### src/rtl/fifo_wr_arbiter_if.sv
// Handshake bundle between NUM_REQ producers, the write arbiter and one FIFO write port.
// The arbiter binds to the slave modport; producers/FIFO side bind to the master modport.
interface fifo_wr_arbiter_if #(
  parameter int NUM_REQ    = 4,
  parameter int DATA_WIDTH = 8,
  parameter int IDX_W      = 2
) ();

  logic [NUM_REQ-1:0]            req;
  logic [NUM_REQ*DATA_WIDTH-1:0] din_bus;
  logic [NUM_REQ-1:0]            last;
  logic [NUM_REQ-1:0]            ack;
  logic                          fifo_full;
  logic                          fifo_wr_en;
  logic [DATA_WIDTH-1:0]         fifo_din;
  logic [IDX_W-1:0]              owner;
  logic                          locked;

  modport master (
    output req, din_bus, last, fifo_full,
    input  ack, fifo_wr_en, fifo_din, owner, locked
  );

  modport slave (
    input  req, din_bus, last, fifo_full,
    output ack, fifo_wr_en, fifo_din, owner, locked
  );

endinterface

### src/rtl/fifo_wr_arbiter.sv
// Round-robin arbiter sharing one FIFO write port among NUM_REQ producers, zero-latency grant.
// Define FIFO_ARB_BURST_EN to enable burst locking (owner keeps the port until last[owner]).
module fifo_wr_arbiter #(
  parameter int NUM_REQ    = 4,
  parameter int DATA_WIDTH = 8,
  parameter int IDX_W      = 2
) (
  input  logic              clk,
  input  logic              rst,
  fifo_wr_arbiter_if.slave  bus
);

  logic [DATA_WIDTH-1:0] words [NUM_REQ];
  logic [NUM_REQ-1:0]    ack_vec;
  logic [IDX_W-1:0]      ptr_reg;
  logic [IDX_W-1:0]      ptr_next;
  logic [IDX_W-1:0]      rr_idx;
  logic                  rr_found;
  logic [IDX_W-1:0]      sel_idx;
  logic                  sel_valid;
  logic                  transfer;
  logic                  locked_int;

  genvar gi;
  generate
    for (gi = 0; gi < NUM_REQ; gi++) begin : g_req
      assign words[gi]   = bus.din_bus[gi*DATA_WIDTH +: DATA_WIDTH];
      assign ack_vec[gi] = transfer && (sel_idx == IDX_W'(gi));
    end
  endgenerate

  // Search starts just after the last winner and wraps, so the previous owner has lowest priority.
  always_comb begin
    logic [IDX_W-1:0] cand;
    rr_found = 1'b0;
    rr_idx   = '0;
    cand     = '0;
    for (int k = 1; k <= NUM_REQ; k++) begin
      cand = IDX_W'((int'(ptr_reg) + k) % NUM_REQ);
      if (!rr_found && bus.req[cand]) begin
        rr_found = 1'b1;
        rr_idx   = cand;
      end
    end
  end

`ifdef FIFO_ARB_BURST_EN
  typedef enum logic {
    IDLE = 1'b0,
    LOCK = 1'b1
  } state_t;

  state_t           state_reg;
  state_t           state_next;
  logic [IDX_W-1:0] lock_idx_reg;
  logic [IDX_W-1:0] lock_idx_next;

  // While locked, only the burst owner is eligible; everyone else waits.
  always_comb begin
    sel_idx   = rr_idx;
    sel_valid = rr_found;
    if (state_reg == LOCK) begin
      sel_idx   = lock_idx_reg;
      sel_valid = bus.req[lock_idx_reg];
    end
  end

  always_comb begin
    state_next    = state_reg;
    lock_idx_next = lock_idx_reg;
    if (transfer) begin
      case (state_reg)
        IDLE: begin
          if (!bus.last[sel_idx]) begin
            state_next    = LOCK;
            lock_idx_next = sel_idx;
          end
        end
        LOCK: begin
          if (bus.last[sel_idx]) begin
            state_next = IDLE;
          end
        end
        default: state_next = IDLE;
      endcase
    end
  end

  always_ff @(posedge clk) begin
    if (!rst) begin
      state_reg    <= IDLE;
      lock_idx_reg <= '0;
    end else begin
      state_reg    <= state_next;
      lock_idx_reg <= lock_idx_next;
    end
  end

  assign locked_int = (state_reg == LOCK);
`else
  logic unused_last;

  assign sel_idx     = rr_idx;
  assign sel_valid   = rr_found;
  assign locked_int  = 1'b0;
  assign unused_last = ^bus.last;
`endif

  // Full or reset suppresses every grant, so no write can reach a full FIFO.
  assign transfer = rst && !bus.fifo_full && sel_valid;
  assign ptr_next = transfer ? sel_idx : ptr_reg;

  always_ff @(posedge clk) begin
    if (!rst) begin
      ptr_reg <= IDX_W'(NUM_REQ - 1);
    end else begin
      ptr_reg <= ptr_next;
    end
  end

  assign bus.ack        = ack_vec;
  assign bus.fifo_wr_en = transfer;
  assign bus.fifo_din   = transfer ? words[sel_idx] : '0;
  assign bus.owner      = rst ? ptr_reg : '0;
  assign bus.locked     = rst ? locked_int : 1'b0;

endmodule

### src/flat_wrapper.sv
// flat-port wrapper written by rule: the top's interface ports become plain ports
module fifo_wr_arbiter_flat 
#(
  parameter int NUM_REQ    = 4,
  parameter int DATA_WIDTH = 8,
  parameter int IDX_W      = 2
)
  (clk, rst, bus_req, bus_din_bus, bus_last, bus_fifo_full, bus_ack, bus_fifo_wr_en, bus_fifo_din, bus_owner, bus_locked);
  fifo_wr_arbiter_if #(.NUM_REQ(NUM_REQ), .DATA_WIDTH(DATA_WIDTH), .IDX_W(IDX_W)) bus_i ();
  input  logic clk;
  input  logic rst;
  input wire logic [$bits(bus_i.req)-1:0] bus_req;
  input wire logic [$bits(bus_i.din_bus)-1:0] bus_din_bus;
  input wire logic [$bits(bus_i.last)-1:0] bus_last;
  input wire logic [$bits(bus_i.fifo_full)-1:0] bus_fifo_full;
  output wire logic [$bits(bus_i.ack)-1:0] bus_ack;
  output wire logic [$bits(bus_i.fifo_wr_en)-1:0] bus_fifo_wr_en;
  output wire logic [$bits(bus_i.fifo_din)-1:0] bus_fifo_din;
  output wire logic [$bits(bus_i.owner)-1:0] bus_owner;
  output wire logic [$bits(bus_i.locked)-1:0] bus_locked;
  assign bus_i.req = bus_req;
  assign bus_i.din_bus = bus_din_bus;
  assign bus_i.last = bus_last;
  assign bus_i.fifo_full = bus_fifo_full;
  assign bus_ack = bus_i.ack;
  assign bus_fifo_wr_en = bus_i.fifo_wr_en;
  assign bus_fifo_din = bus_i.fifo_din;
  assign bus_owner = bus_i.owner;
  assign bus_locked = bus_i.locked;
  fifo_wr_arbiter #(.NUM_REQ(NUM_REQ), .DATA_WIDTH(DATA_WIDTH), .IDX_W(IDX_W)) u_core (.clk(clk), .rst(rst), .bus(bus_i));
endmodule
### config.mk
export PLATFORM = sky130hd
export DESIGN_NAME = fifo_wr_arbiter_flat
export DESIGN_NICKNAME = d
export VERILOG_FILES = /design/src/rtl/fifo_wr_arbiter_if.sv /design/src/rtl/fifo_wr_arbiter.sv /design/src/flat_wrapper.sv
export SDC_FILE = /design/constraint.sdc
export NUM_CORES = 1
export LEC_CHECK = 0
export ABC_CLOCK_PERIOD_IN_PS = 1600
export CAP_MARGIN = 0
export CORE_UTILIZATION = 23
export DETAILED_ROUTE_END_ITERATION = 8
export HOLD_SLACK_MARGIN = 0.12
export MAX_ROUTING_LAYER = met4
export PLACE_DENSITY_LB_ADDON = 0.08
export SYNTH_ARGS = -nofsm -noshare
export SYNTH_HDL_FRONTEND = slang
export SYNTH_SLANG_ARGS = --single-unit
export TNS_END_PERCENT = 10
### constraint.sdc
create_clock -name clk -period 1.6 [get_ports clk]
set_input_delay 0.24 -clock clk [delete_from_list [all_inputs] [get_ports clk]]
set_output_delay 0.24 -clock clk [all_outputs]
set_load 0.01 [all_outputs]
==> impl_results.md <==
- First-pass GRT wire length: ~2500 um
- Worst vdd ir: approximately 0.00037 V
- Critical Path Start Type: input port
- CTS tree: built
- Max reg flops: 2
- Area growth from synthesis to layout: 149%
- Multiplexer share of the synthesized area: 0.348
- Htree depth: 1
- Chip height: a little under 50 um
- Placed insts: 152
- Remaining antenna violation count after routing: 0
- Largest net degree at the start of global routing: 11
- Num CTS Buffers: 3
- Die area: 2320 um2
- Residual DRC: 0
- Area share of the largest cell type after synthesis: 0.348
- Synthesized-area fraction occupied by adder cells: 0
- Post-Synthesis Cells: 65
- Root Driver: clkbuf_4
- Ant. Diodes: 0
- Iteration-0 DRC Markers: 2
- CP Data Arrival Time: between 1500 and 2000 ps
- Design area: roughly 1200 um2
- Clock sinks: 2
- Yosys top cell by area: mux2i_1
- Post-synthesis compound-gate area fraction: 0.251
- Post-synthesis xor/xnor area fraction: 0
- Commonest cells after routing, fill and taps aside: clkdlybuf4s50_1 (35), buf_4 (20), mux2i_1 (14)
- Row count: 16
- Detailed placer's ending HPWL: roughly 1400 um
- Post-DR vias/cell: around 4.4
- Max Freq: about 510 MHz
- Vias in the first global route: roughly 620
- Clock slew at reported path FFs: approximately 30 ps
- Register area share after synthesis: 0.0818
- Crit share post-route: 1.24
- Path type of the worst min-delay path: reg -> reg
- Setup WS post-layout: -379 ps
- Detailed Route WL: around 1900 um
- Nets: between 150 and 200
- # hold bufs at CTS: 0
- Placed Area: roughly 1100 um2
- Share of cells above drive strength 1: 0.381
- Drt wl/cell: roughly 11 um
- Failing checks: setup timing
- Post-Syn Nets: roughly 110
- Clk_lat worst skew: around 220 ps
- Post-Synth Simple-Gate Area: 0.153
- Required @ worst endpoint: roughly 1400 ps
- Yosys cell types: 22
- Initial core utilization: 0.247
- PD cells: 510 nW/um2
- Most common cell after layout, fill and taps aside: clkdlybuf4s50_1
- Outcome: complete, but fails checks
- Main combinational cell family by area after synthesis: multiplexers
- Io pins: ~60
- Syn_area_per_cell: approximately 7.5 um2
- Synth warn: 0
- Lkg Pwr: around 0.59 nW
- Clock Skews: ~3.3 ps
- Max Cap Violations: 0
- Port Buffers: 53
- Final setup violation count: 13
- Fin. Hold Viols: 0
- Placer Congestion: 0.710
- Clock Tree Buf Depth: 2
- Die Wd: between 40 and 50 um
- DR pass1 iterations: 2
- Leading post-synthesis cells by cell area: mux2i_1 (35%), o22ai_1 (12%), dfxtp_1 (8.2%), a21oi_1 (5.1%), nand2b_1 (5.1%)
- Type of destination of the critical path: output pin
- Core region area: 1980 um2
- Area of the mapped netlist: 489 um2
- GR Overflow Total: 0
- Flops & latches, synth: 2
- RSZ-0062 raised after global routing: true
- Fin crit period: approximately 2000 ps
- DR vias: about 730
- Final instance count without filler cells: about 170
- Initial antenna violation count: 0
- Critical path type: in -> out
- Total Routing Usage GR: 0.163
- Fin. max-slew vios: 0
- CP Max Fanout: 9
-- routing by layer --
layer	global-route usage	up-vias	routed length, um
met4	0.0667	0	0
met3	0.0111	0	83
met2	0.286	22	1040
met5	-	-	0
met1	0.190	318	785
li1	-	389	-
-- metrics by stage --
stage / setup TNS, ps / total power, mW / util / setup WS [ps] / hold WS [ps]
floorplan: -147 / 0.258 / - / -23.0 / 459
global placement: -10780 / 0.447 / 0.561 / -868 / 567
detailed placement: -11180 / 0.448 / 0.561 / -926 / 575
CTS: -4360 / 0.617 / 0.597 / -529 / 582
global route: -4680 / 0.664 / 0.616 / -472 / 632
finish: -3480 / 0.622 / 0.616 / -379 / 566
-- report_power, final --
part           switching, mW  internal (mW)  total (mW)  leakage (nW)
Sequential           0.00723         0.0569      0.0641        0.0168
Clock                 0.0273         0.0826       0.110        0.0138
Combinational          0.168          0.281       0.448         0.564
Total                  0.202          0.420       0.622         0.594
-- worst paths after layout --
| check | startpoint | end | slack (ps) | depth (start not counted) |
|---|---|---|---|---|
| setup / recovery | bus_req[1] | bus_fifo_din[0] | -380 | 8 |
| hold / removal | u_core.ptr_reg[0]$_SDFFE_PN1P_ | u_core.ptr_reg[0]$_SDFFE_PN1P_ | 570 | 2 |
| setup reg to reg | u_core.ptr_reg[1]$_SDFFE_PN1P_ | u_core.ptr_reg[1]$_SDFFE_PN1P_ | 240 | 7 |
| hold reg to reg | u_core.ptr_reg[0]$_SDFFE_PN1P_ | u_core.ptr_reg[0]$_SDFFE_PN1P_ | 570 | 2 |
-- final cells by class --
type	instances	area, um2
fill	188	762
timing repair buffer	77	668
multi-input combinational	52	433
inverter	5	18.8
sequential	2	43.8
tap	27	33.8
clock buffer	3	22.5
-- cells by family (layout without fill, tap and decap cells) --
kind of cell           count (synthesis)  in the layout
other                                  1              1
multiplexers                          17             17
buffers and inverters                 11             85
AND/OR/NAND/NOR                       15             15
flip-flops                             2              2
AO/OA/AOI/OAI                         19             19
-- cell usage after synthesis --
cell type and instances:
clkbuf_1 1, nor2_1 6, a21o_1 1, o31a_2 1, nand2b_1 4, dfxtp_1 2
buf_2 1, buf_4 1, and2_2 1, a21oi_2 1, inv_1 5, nor2b_1 1
o2bb2ai_1 1, mux2i_1 17, conb_1 1, buf_6 2, buf_12 1, a31oi_1 1
o22ai_1 9, nor3_1 2, a21oi_1 5, nand2_1 1
-- worst max-delay path, cell delays in order --
cell           delay [ps]
dlygate4sd2_1         280
nor2b_2               180
a21o_1                190
a21oi_4               170
buf_6                 200
mux2i_4               240
o22ai_2                80
buf_2                 140
-- what timing repair did --
action	in CTS	in global routing
endpoints found under the setup margin	16	13
resized for setup	65	7
buffers inserted	5	7
cloned	1	0
pin swaps	6	3
(Power assumes the default switching activity.)
